$ cat config.mk
export PLATFORM = sky130hd
export DESIGN_NAME = aes_apb_host_if
export DESIGN_NICKNAME = d
export VERILOG_FILES = /design/src/rtl/aes_host_pkg.sv /design/src/rtl/aes_host_regs.sv /design/src/rtl/aes_apb_host_if.sv
export SDC_FILE = /design/constraint.sdc
export NUM_CORES = 1
export LEC_CHECK = 0
export BUFFER_PORTS_ARGS = -buffer_cell sky130_fd_sc_hd__buf_2
export CAP_MARGIN = 10
export CORE_AREA = 4 4 280 282
export DETAILED_ROUTE_END_ITERATION = 12
export DIE_AREA = 0 0 284 286
export GPL_ROUTABILITY_DRIVEN = 0
export GPL_TIMING_DRIVEN = 0
export HOLD_SLACK_MARGIN = 0.03
export PLACE_DENSITY = 0.57
export SLEW_MARGIN = 20
export SYNTH_ARGS = -nofsm -noshare
export SYNTH_HDL_FRONTEND = slang
export SYNTH_HIERARCHICAL = 1
export SYNTH_SLANG_ARGS = --single-unit
$ cat constraint.sdc
create_clock -name clk -period 2.4 [get_ports clk]
set_clock_uncertainty 0.05 [all_clocks]
set_input_delay 0.12 -clock clk [delete_from_list [all_inputs] [get_ports clk]]
set_output_delay 0.12 -clock clk [all_outputs]
set_load 0.05 [all_outputs]
$ cat src/rtl/aes_host_pkg.sv
// Shared definitions for the AES APB host interface: register map,
// CR/SR bit positions, mode encodings and the host FSM state type.
package aes_host_pkg;

    // Word addresses of the register map
    localparam int A_CR    = 0;
    localparam int A_SR    = 1;
    localparam int A_DINR  = 2;
    localparam int A_DOUTR = 3;
    localparam int A_KEYR0 = 4;
    localparam int A_IVR0  = 8;
    localparam int A_LAST  = 11;

    // CR bit positions (MODE and CHMOD are 2-bit fields starting here)
    localparam int CR_EN       = 0;
    localparam int CR_MODE_LO  = 3;
    localparam int CR_CHMOD_LO = 5;
    localparam int CR_CCFC     = 7;
    localparam int CR_ERRC     = 8;
    localparam int CR_CCFIE    = 9;
    localparam int CR_ERRIE    = 10;

    // SR bit positions
    localparam int SR_CCF   = 0;
    localparam int SR_RDERR = 1;
    localparam int SR_WRERR = 2;

    // Operation mode (CR.MODE)
    typedef enum logic [1:0] {
        OP_ENC        = 2'b00,
        OP_KEYDER     = 2'b01,
        OP_DEC        = 2'b10,
        OP_KEYDER_DEC = 2'b11
    } op_mode_t;

    // Chaining mode (CR.CHMOD); 11 is reserved
    typedef enum logic [1:0] {
        CH_ECB = 2'b00,
        CH_CBC = 2'b01,
        CH_CTR = 2'b10
    } chain_mode_t;

    // Host sequencing FSM
    typedef enum logic [1:0] {
        ST_IDLE = 2'b00,
        ST_LOAD = 2'b01,
        ST_BUSY = 2'b10,
        ST_DONE = 2'b11
    } host_state_t;

endpackage

$ cat src/rtl/aes_host_regs.sv
// KEYR0-3 / IVR0-3 register bank. Software writes are blocked while the
// core is enabled; the derived key from the control unit bypasses the lock.
module aes_host_regs
    import aes_host_pkg::*;
(
    input  logic         clk,
    input  logic         rst_n,
    input  logic         wr_en,          // write strobe, already decoded to addresses 4..11
    input  logic         lock,           // CR.EN: blocks software writes
    input  logic [2:0]   idx,            // word index within the bank (0..3 key, 4..7 iv)
    input  logic [31:0]  wdata,
    output logic [31:0]  rd_data,
    input  logic         key_load,       // load derived key into KEYR3..0
    input  logic [127:0] key_load_data,
    output logic [127:0] key_o,          // {KEYR3,KEYR2,KEYR1,KEYR0}
    output logic [127:0] iv_o            // {IVR3,IVR2,IVR1,IVR0}
);

    localparam int KEY_WORDS = A_IVR0 - A_KEYR0;

    logic [31:0] bank_q [8];

    // Bank update: derived-key load has priority over software writes
    always_ff @(posedge clk or negedge rst_n) begin
        if (!rst_n) begin
            for (int i = 0; i < 8; i++) begin
                bank_q[i] <= '0;
            end
        end else begin
            for (int i = 0; i < 8; i++) begin
                if (key_load && (i < KEY_WORDS)) begin
                    bank_q[i] <= key_load_data[32*i +: 32];
                end else if (wr_en && !lock && (idx == 3'(i))) begin
                    bank_q[i] <= wdata;
                end
            end
        end
    end

    genvar gi;
    generate
        for (gi = 0; gi < 4; gi++) begin : g_flat
            assign key_o[32*gi +: 32] = bank_q[gi];
            assign iv_o[32*gi +: 32]  = bank_q[gi + KEY_WORDS];
        end
    endgenerate

    assign rd_data = bank_q[idx];

endmodule

$ cat src/rtl/aes_apb_host_if.sv
// APB slave front end for the AES round control unit: register map,
// 128-bit block assembly, start sequencing, result read-out and flags.
module aes_apb_host_if
    import aes_host_pkg::*;
#(
    parameter int ADDR_W = 4,
    parameter int DATA_W = 32
) (
    input  logic              clk,
    input  logic              rst_n,
    input  logic              psel,
    input  logic              penable,
    input  logic              pwrite,
    input  logic [ADDR_W-1:0] paddr,
    input  logic [DATA_W-1:0] pwdata,
    output logic [DATA_W-1:0] prdata,
    output logic              pready,
    output logic              pslverr,
    output logic              start,
    output logic [1:0]        operation_mode,
    output logic [1:0]        aes_mode,
    output logic              disable_core,
    output logic [127:0]      data_in,
    output logic [127:0]      key_in,
    output logic [127:0]      iv_in,
    input  logic              end_comp,
    input  logic              key_derivation_en,
    input  logic [127:0]      data_out,
    input  logic [127:0]      key_out,
    output logic              irq_ccf,
    output logic              irq_err
);

    generate
        if (DATA_W != 32) begin : g_bad_data_w
            $error("aes_apb_host_if: DATA_W must be 32");
        end
        if (ADDR_W < 4) begin : g_bad_addr_w
            $error("aes_apb_host_if: ADDR_W must be at least 4");
        end
    endgenerate

    localparam logic [ADDR_W-1:0] ADDR_CR    = ADDR_W'(A_CR);
    localparam logic [ADDR_W-1:0] ADDR_SR    = ADDR_W'(A_SR);
    localparam logic [ADDR_W-1:0] ADDR_DINR  = ADDR_W'(A_DINR);
    localparam logic [ADDR_W-1:0] ADDR_DOUTR = ADDR_W'(A_DOUTR);
    localparam logic [ADDR_W-1:0] ADDR_KEYR0 = ADDR_W'(A_KEYR0);
    localparam logic [ADDR_W-1:0] ADDR_LAST  = ADDR_W'(A_LAST);

    // APB decode
    logic acc, wr, rd, addr_ok;
    logic wr_cr, wr_dinr, rd_doutr, wr_bank;
    logic [2:0] bank_idx;

    assign acc      = psel & penable;
    assign wr       = acc & pwrite;
    assign rd       = acc & ~pwrite;
    assign addr_ok  = (paddr <= ADDR_LAST);
    assign wr_cr    = wr & (paddr == ADDR_CR);
    assign wr_dinr  = wr & (paddr == ADDR_DINR);
    assign rd_doutr = rd & (paddr == ADDR_DOUTR);
    assign wr_bank  = wr & addr_ok & (paddr >= ADDR_KEYR0);
    assign bank_idx = 3'(paddr - ADDR_KEYR0);

    // State
    host_state_t  state_q, state_d;
    logic [1:0]   wc_q, wc_d;
    logic         start_q, start_d;
    logic [127:0] din_q, din_d;
    logic [127:0] dout_q, dout_d;
    logic         en_q, en_d;
    logic [1:0]   mode_q, mode_d;
    logic [1:0]   chmod_q, chmod_d;
    logic         ccfie_q, ccfie_d;
    logic         errie_q, errie_d;
    logic         ccf_q, ccf_d;
    logic         rderr_q, rderr_d;
    logic         wrerr_q, wrerr_d;
    logic         ccf_set, rderr_set, wrerr_set, key_load;

    logic [31:0]  bank_rd;
    logic [31:0]  dout_word;

    aes_host_regs u_regs (
        .clk           (clk),
        .rst_n         (rst_n),
        .wr_en         (wr_bank),
        .lock          (en_q),
        .idx           (bank_idx),
        .wdata         (pwdata),
        .rd_data       (bank_rd),
        .key_load      (key_load),
        .key_load_data (key_out),
        .key_o         (key_in),
        .iv_o          (iv_in)
    );

    // Select the output word pointed to by the word counter (MSW first)
    always_comb begin
        dout_word = '0;
        for (int i = 0; i < 4; i++) begin
            if (wc_q == 2'(i)) begin
                dout_word = dout_q[127-32*i -: 32];
            end
        end
    end

    // Next-state logic: CR fields, FSM, word counter, block registers, flags
    always_comb begin
        state_d   = state_q;
        wc_d      = wc_q;
        start_d   = 1'b0;
        din_d     = din_q;
        dout_d    = dout_q;
        en_d      = en_q;
        mode_d    = mode_q;
        chmod_d   = chmod_q;
        ccfie_d   = ccfie_q;
        errie_d   = errie_q;
        ccf_set   = 1'b0;
        rderr_set = 1'b0;
        wrerr_set = 1'b0;
        key_load  = 1'b0;

        // EN and interrupt enables are always writable; modes only while disabled
        if (wr_cr) begin
            en_d    = pwdata[CR_EN];
            ccfie_d = pwdata[CR_CCFIE];
            errie_d = pwdata[CR_ERRIE];
            if (!en_q) begin
                mode_d  = pwdata[CR_MODE_LO +: 2];
                chmod_d = pwdata[CR_CHMOD_LO +: 2];
            end
        end

        case (state_q)
            ST_IDLE: begin
                if (wr_cr && pwdata[CR_EN]) begin
                    wc_d = 2'd0;
                    // Pure key derivation needs no data block
                    if (mode_d == OP_KEYDER) begin
                        start_d = 1'b1;
                        state_d = ST_BUSY;
                    end else begin
                        state_d = ST_LOAD;
                    end
                end
            end
            ST_LOAD: begin
                if (wr_dinr) begin
                    for (int i = 0; i < 4; i++) begin
                        if (wc_q == 2'(i)) begin
                            din_d[127-32*i -: 32] = pwdata;
                        end
                    end
                    if (wc_q == 2'd3) begin
                        start_d = 1'b1;
                        wc_d    = 2'd0;
                        state_d = ST_BUSY;
                    end else begin
                        wc_d = wc_q + 2'd1;
                    end
                end
                if (rd_doutr) begin
                    rderr_set = 1'b1;
                end
            end
            ST_BUSY: begin
                if (wr_dinr) begin
                    wrerr_set = 1'b1;
                end
                if (rd_doutr) begin
                    rderr_set = 1'b1;
                end
                if (end_comp) begin
                    ccf_set = 1'b1;
                    wc_d    = 2'd0;
                    if (key_derivation_en) begin
                        key_load = 1'b1;
                        state_d  = ST_LOAD;
                    end else begin
                        dout_d  = data_out;
                        state_d = ST_DONE;
                    end
                end
            end
            ST_DONE: begin
                if (wr_dinr) begin
                    wrerr_set = 1'b1;
                end
                if (rd_doutr) begin
                    if (wc_q == 2'd3) begin
                        wc_d    = 2'd0;
                        state_d = ST_LOAD;
                    end else begin
                        wc_d = wc_q + 2'd1;
                    end
                end
            end
            default: state_d = ST_IDLE;
        endcase

        // Disabling the core aborts any operation in progress
        if (!en_d) begin
            state_d = ST_IDLE;
            wc_d    = 2'd0;
            start_d = 1'b0;
        end
    end

    // Flags: a new event in the same cycle as its clear request wins
    assign ccf_d   = (ccf_q   & ~(wr_cr & pwdata[CR_CCFC])) | ccf_set;
    assign rderr_d = (rderr_q & ~(wr_cr & pwdata[CR_ERRC])) | rderr_set;
    assign wrerr_d = (wrerr_q & ~(wr_cr & pwdata[CR_ERRC])) | wrerr_set;

    // State registers
    always_ff @(posedge clk or negedge rst_n) begin
        if (!rst_n) begin
            state_q <= ST_IDLE;
            wc_q    <= 2'd0;
            start_q <= 1'b0;
            din_q   <= '0;
            dout_q  <= '0;
            en_q    <= 1'b0;
            mode_q  <= 2'd0;
            chmod_q <= 2'd0;
            ccfie_q <= 1'b0;
            errie_q <= 1'b0;
            ccf_q   <= 1'b0;
            rderr_q <= 1'b0;
            wrerr_q <= 1'b0;
        end else begin
            state_q <= state_d;
            wc_q    <= wc_d;
            start_q <= start_d;
            din_q   <= din_d;
            dout_q  <= dout_d;
            en_q    <= en_d;
            mode_q  <= mode_d;
            chmod_q <= chmod_d;
            ccfie_q <= ccfie_d;
            errie_q <= errie_d;
            ccf_q   <= ccf_d;
            rderr_q <= rderr_d;
            wrerr_q <= wrerr_d;
        end
    end

    // Read mux: valid only during a read access phase to a mapped address
    always_comb begin
        prdata = '0;
        if (rd && addr_ok) begin
            case (paddr)
                ADDR_CR: begin
                    prdata[CR_EN]              = en_q;
                    prdata[CR_MODE_LO +: 2]    = mode_q;
                    prdata[CR_CHMOD_LO +: 2]   = chmod_q;
                    prdata[CR_CCFIE]           = ccfie_q;
                    prdata[CR_ERRIE]           = errie_q;
                end
                ADDR_SR: begin
                    prdata[SR_CCF]   = ccf_q;
                    prdata[SR_RDERR] = rderr_q;
                    prdata[SR_WRERR] = wrerr_q;
                end
                ADDR_DINR: prdata = '0;
                ADDR_DOUTR: begin
                    if (state_q == ST_DONE) begin
                        prdata = dout_word;
                    end
                end
                default: prdata = bank_rd;
            endcase
        end
    end

    assign pready         = 1'b1;
    assign pslverr        = acc & ~addr_ok;
    assign start          = start_q;
    assign operation_mode = mode_q;
    assign aes_mode       = chmod_q;
    assign disable_core   = ~en_q;
    assign data_in        = din_q;
    assign irq_ccf        = ccf_q & ccfie_q;
    assign irq_err        = (rderr_q | wrerr_q) & errie_q;

endmodule

# Word level (Yosys, flattened, before mapping)
# Cells that the tools add are included.
dict set report word_totals {
  reg_bits 527
  input_bits 299
  word_cells 170
}
dict set report op_classes {
  muxes 58
  bitwise 27
  addsub 2
  magnitude_cmp 3
  reduce_logical 33
  eq_ne 23
}
# cell n
set ops {}
lappend ops {{$mux W32} 16}
lappend ops {{$bmux W32 S3} 1}
lappend ops {{$pmux W21 S2} 1}
lappend ops {{$mux W2} 17}
lappend ops {{$ne A3 B3 Y1 const B} 6}
lappend ops {{$and A1 B1 Y1} 16}
lappend ops {{$pmux W2 S4} 2}
lappend ops {{$mux W1} 15}
lappend ops {{$reduce_and A3 Y1} 5}
lappend ops {{$eq A3 B3 Y1 const B} 4}
lappend ops {{$pmux W2 S3} 2}
lappend ops {{$pmux W4 S3} 1}
lappend ops {{$logic_and A1 B1 Y1} 11}
lappend ops {{$eq A2 B2 Y1 const B} 4}
lappend ops {{$eq A4 B2 Y1 const B} 2}
lappend ops {{$reduce_bool A2 Y1} 4}
lappend ops {{$reduce_or A2 Y1} 4}
lappend ops {{$eq A2 B1 Y1 const B} 3}
lappend ops {{$eq A3 B2 Y1 const B} 2}
lappend ops {{$not A1 Y1} 6}
lappend ops {{$reduce_and A6 Y1} 1}
lappend ops {{$eq A4 B1 Y1 const B} 1}
lappend ops {{$ge A4 B3 Y1 const B} 1}
lappend ops {{$ge A4 B4 Y1 const B} 1}
lappend ops {{other kinds (16)} 20}

# Logic depth before layout (Yosys ltp)
dict set report depth {
  depth_word 9
  depth_mapped 10
  ltp_nobuf 7
}

# By module
# Netlist, hierarchy kept.
# mod area_per_inst_um2 instances cells_each
set modules_own_cells {}
lappend modules_own_cells {aes_host_regs 13063.8 1 1163}
lappend modules_own_cells {aes_apb_host_if 11766.3 1 865}

# Worst setup path after synthesis
# OpenSTA, ideal clock, no wires.
dict set report synth_path {
  path_kind {register -> output}
  startpoint {register wc_q[0]}
  endpoint {output port prdata[1]}
  arrival_time_ns 2.417
  path_slack_ns -0.187
  stages_incl_launch_ff 9
  path_cell_list {dfrtp_1 -> ha_1 -> clkbuf_1 -> nor2b_1 -> clkbuf_1 -> a221oi_1 -> o31ai_1 -> a32oi_1 -> a21oi_1}
}
dict set report synth_between {
  elab_chain_cells 8
}
# item line
set synth_lines {}
lappend synth_lines {{start, declared} aes_apb_host_if.sv:67} ;# logic [1:0] wc_q, wc_d;
lappend synth_lines {{start signal, assigned} aes_apb_host_if.sv:234} ;# wc_q <= wc_d;
lappend synth_lines {{$logic_not A2 Y1} aes_apb_host_if.sv:102} ;# if (wc_q == 2'(i)) begin
lappend synth_lines {{$mux W32 (3 in series)} aes_apb_host_if.sv:102}
lappend synth_lines {{$mux W32 (*)} aes_apb_host_if.sv:102}
lappend synth_lines {{$mux W32 (*)} aes_apb_host_if.sv:268} ;# if (state_q == ST_DONE) begin
lappend synth_lines {{$pmux W2 S3 (*)} aes_apb_host_if.sv:253} ;# case (paddr)
lappend synth_lines {{$mux W32 (*)} aes_apb_host_if.sv:252} ;# if (rd && addr_ok) begin
lappend synth_lines {{end, declared} aes_apb_host_if.sv:16} ;# output logic [DATA_W-1:0] prdata,
# Mark *: on every way between the ends. The rest lies on a longest branch, timed or not.

# Worst setup path after layout
dict set report layout_path {
  startpoint {register wc_q[1]}
  endpoint {output port prdata[14]}
}
dict set report layout_between {
  elab_chain_cells 8
}
# item line
set layout_lines {}
lappend layout_lines {{$logic_not A2 Y1} aes_apb_host_if.sv:102}
lappend layout_lines {{$mux W32 (3 in series)} aes_apb_host_if.sv:102}
lappend layout_lines {{$mux W32 (*)} aes_apb_host_if.sv:102}
lappend layout_lines {{$mux W32 (*)} aes_apb_host_if.sv:268}
lappend layout_lines {{$pmux W21 S2 (*)} aes_apb_host_if.sv:253}
lappend layout_lines {{$mux W32 (*)} aes_apb_host_if.sv:252}
# Marked as above.

==> flow_metrics.env <==
export IMPL_finalHoldViolCount=0
export IMPL_synth_area_leaders="dfrtp_1, mux2_2, nor2b_1"
export IMPL_place_detailed_hpwl_um=94700
export IMPL_syn_avg_cell_area_um2=12.2
export IMPL_post_dp_cell_area_um2=30000
export IMPL_critPathBufInv=5
export IMPL_power_static_leakage_nw=18.2
export IMPL_tns_ps=-11600
export IMPL_die_y_um=286
export IMPL_yosysWarnings=6
export IMPL_fin_crit_ps=2850
export IMPL_drive_gt1_share_pct=49.3
export IMPL_rsz0062_at_grt="true"
export IMPL_ant_nets=0
export IMPL_setup_viol=32
export IMPL_vias=23356
export IMPL_pwr_share_clk_pct=30.0
export IMPL_die_w_um=284
export IMPL_cts_sinks=527
export IMPL_combPwrFrac_pct=34.2
export IMPL_crit_slowest_cell="dfrtp_1"
export IMPL_initial_utilization_pct=32.8
export IMPL_synth_common_cells="dfrtp_1, mux2_2, nor2b_1, a21oi_1, clkbuf_1"
export IMPL_fin_crit_sh_pct=119
export IMPL_ioPinCount=725
export IMPL_clockBufferDepth=3
export IMPL_grt_first_pass_wirelength_um=181000
export IMPL_synth_most_common_cell="dfrtp_1"
export IMPL_wirelength_um=129000
export IMPL_max_stage_delay_ps=400
export IMPL_grt_max_degree=98
export IMPL_netlist_instances=2028
export IMPL_syn_area_um2=24800
export IMPL_dr_first_iter_drc_count=1986
export IMPL_startpoint_type="flop"
export IMPL_core_um2=75700
export IMPL_hold_class="in2reg"
export IMPL_worstPathArrival_ps=2680
export IMPL_report_final_slew_viol_count=0
export IMPL_internal_power_mw=19.8
export IMPL_grt_overflow_total=0
export IMPL_ys_ff_latch=527
export IMPL_setup_ws_ps=-453
export IMPL_crit_path_end_kind="output port"
export IMPL_ir_drop_mv=0.767
export IMPL_synth_edf_count=0
export IMPL_cap_violations=0
export IMPL_routedWlPerCell_um=30.9
export IMPL_power_density_nw_per_um2=901
export IMPL_globalRouteTotalUtil_pct=30.4
export IMPL_status="finished with violations"
export IMPL_synth_top_area_share_pct=53.1
export IMPL_path_delay_family="buffers and inverters"
export IMPL_synthArstFlopShare_pct=100
export IMPL_cts_tree="yes"
export IMPL_crit_chain="inv_2, ha_4, nor2b_4, buf_12, buf_4, clkbuf_16, a221oi_4, nor3_2, a21oi_2, o2bb2ai_2, buf_6"
export IMPL_clk_pin_slew_ps=60
export IMPL_ys_types=59
export IMPL_crit_required_ps=2230
export IMPL_cp_max_fo=6
export IMPL_violations="negative setup slack"
export IMPL_grt_pass1_vias=24645
export IMPL_yosys_area_top_type="dfrtp_1"
export IMPL_viasPerCell=5.59
export IMPL_cts_buffers=61
export IMPL_antenna_found_initial=9
export IMPL_cts_root_buf="clkbuf_16"
export IMPL_dr_pass1_iters=5
export IMPL_synth_ff_type="dfrtp_1"
export IMPL_switchingPower_mw=13.4
export IMPL_critical_path_class="reg2out"
export IMPL_area_growth_pct=48.8
export IMPL_nNetsFinal=3450
export IMPL_max_clock_freq_mhz=350
export IMPL_drc_errors=0
export IMPL_swShare_pct=40.4
export IMPL_slew_headroom_pct=26.1
export IMPL_synth_fp_nets=2335
export IMPL_placementRows=101
export IMPL_seqPwrFrac_pct=35.7
export IMPL_die_area_um2=81200
export IMPL_worstMarginPinSlew_ps=1100
export IMPL_io_buffer_count=721
export IMPL_clk_latency_ps=630
export IMPL_htreeDepth=2
export IMPL_ys_seq_area_share_pct=53.1
export IMPL_stdcell_area_um2=36900
[layout by cell type, fill, tap and decap left out, drive strengths merged, types with 36 or more instances in the layout]
| cell | synthesis | layout |
|---|---|---|
| a21oi | 129 | 129 |
| clkbuf | 118 | 209 |
| buf | 57 | 810 |
| a221oi | 51 | 51 |
| dfrtp | 527 | 527 |
| o21ai | 114 | 114 |
| o2bb2ai | 37 | 37 |
| a31oi | 97 | 97 |
| nand2b | 39 | 39 |
| dlygate4sd3 | 0 | 298 |
| mux2 | 442 | 442 |
| o22ai | 36 | 36 |
| nor2b | 129 | 129 |
[power by group through the flow]
stage / logic [mW] / clock network [mW] / registers, mW
6_report: 11.4 / 10.0 / 11.9
4_1_cts: 11.2 / 10.1 / 11.8
3_3_place_gp: 10.4 / 0 / 11.8
3_5_place_dp: 10.5 / 0 / 11.9
2_1_floorplan: 2.66 / 0 / 15.7
5_1_grt: 11.8 / 10.5 / 12.1
[sequential cells by signal, summed over array words and instances (netlist names)]
register	flops
u_regs/iv_o	128
aes_mode	2
operation_mode	2
wc_q	2
en_q	1
ccfie_q	1
dout_q	128
start	1
data_in	128
ccf_q	1
wrerr_q	1
state_q	2
rderr_q	1
errie_q	1
u_regs/key_o	128
[logic make-up after synthesis]
logic type      after synthesis  synth area share, %
compound gates              531                 13.9
flops                       527                 53.1
mux                         487                 22.5
simple gates                286                 6.67
buf+inv                     187                 3.36
fa+ha+maj                     8                0.403
other cells                   1               0.0151
xor+xnor                      1               0.0353
[final timing paths]
check,endpoint,cells past startpoint,startpoint,slack (ps)
setup / recovery,prdata[14],11,wc_q[1],-450
hold / removal,u_regs/key_o[127],3,pwdata[31],110
setup reg to reg,u_regs/key_o[14],7,state_q[0],30
hold reg to reg,data_in[5],1,data_in[5],450
max in group asynchronous,u_regs/key_o[61],6,rst_n,390
min in group asynchronous,data_in[73],3,rst_n,490
[through the flow]
stage               power [mW]  hold slack [ps]  setup WS [ps]  cells  utilization [%]
floorplan                 18.4             -226           78.8   2028                -
global placement          22.2              306          -9860   3727             39.4
detailed placement        22.4             67.0          -1340   3735             39.6
CTS                       33.2             84.5           -509   4165             48.2
global route              34.4              109           -543   4174             48.8
finish                    33.3              112           -453   4179             48.8
[timing repair]
action,in CTS,in global routing
buffers inserted,15,7
pin swaps,34,33
setup endpoints to repair,467,314
cloned,4,2
resized for setup,309,76
hold endpoints to repair,752,0
hold buffers,299,0
[metal layers]
metal	track usage (%)	part of all wire, %
met4	12.1	4.7
met5	0	0.046
met1	36.9	39
met3	8.14	8.4
met2	51.6	48
[tightest hold or removal path, cell delays in order]
cell and delay (ps):
buf_2 320, a31oi_1 230, a21oi_1 80
[cell type report]
class | instances | area [um2]
Tap cell | 978 | 1220
Fill cell | 6785 | 38700
Buffer | 173 | 1160
Multi-Input combinational cell | 1314 | 11900
Antenna cell | 7 | 17.5
Clock inverter | 24 | 344
Sequential cell | 527 | 13200
Timing Repair Buffer | 1054 | 7300
Inverter | 12 | 45.0
Clock buffer | 90 | 1790
Power figures use the tool's default switching activity.
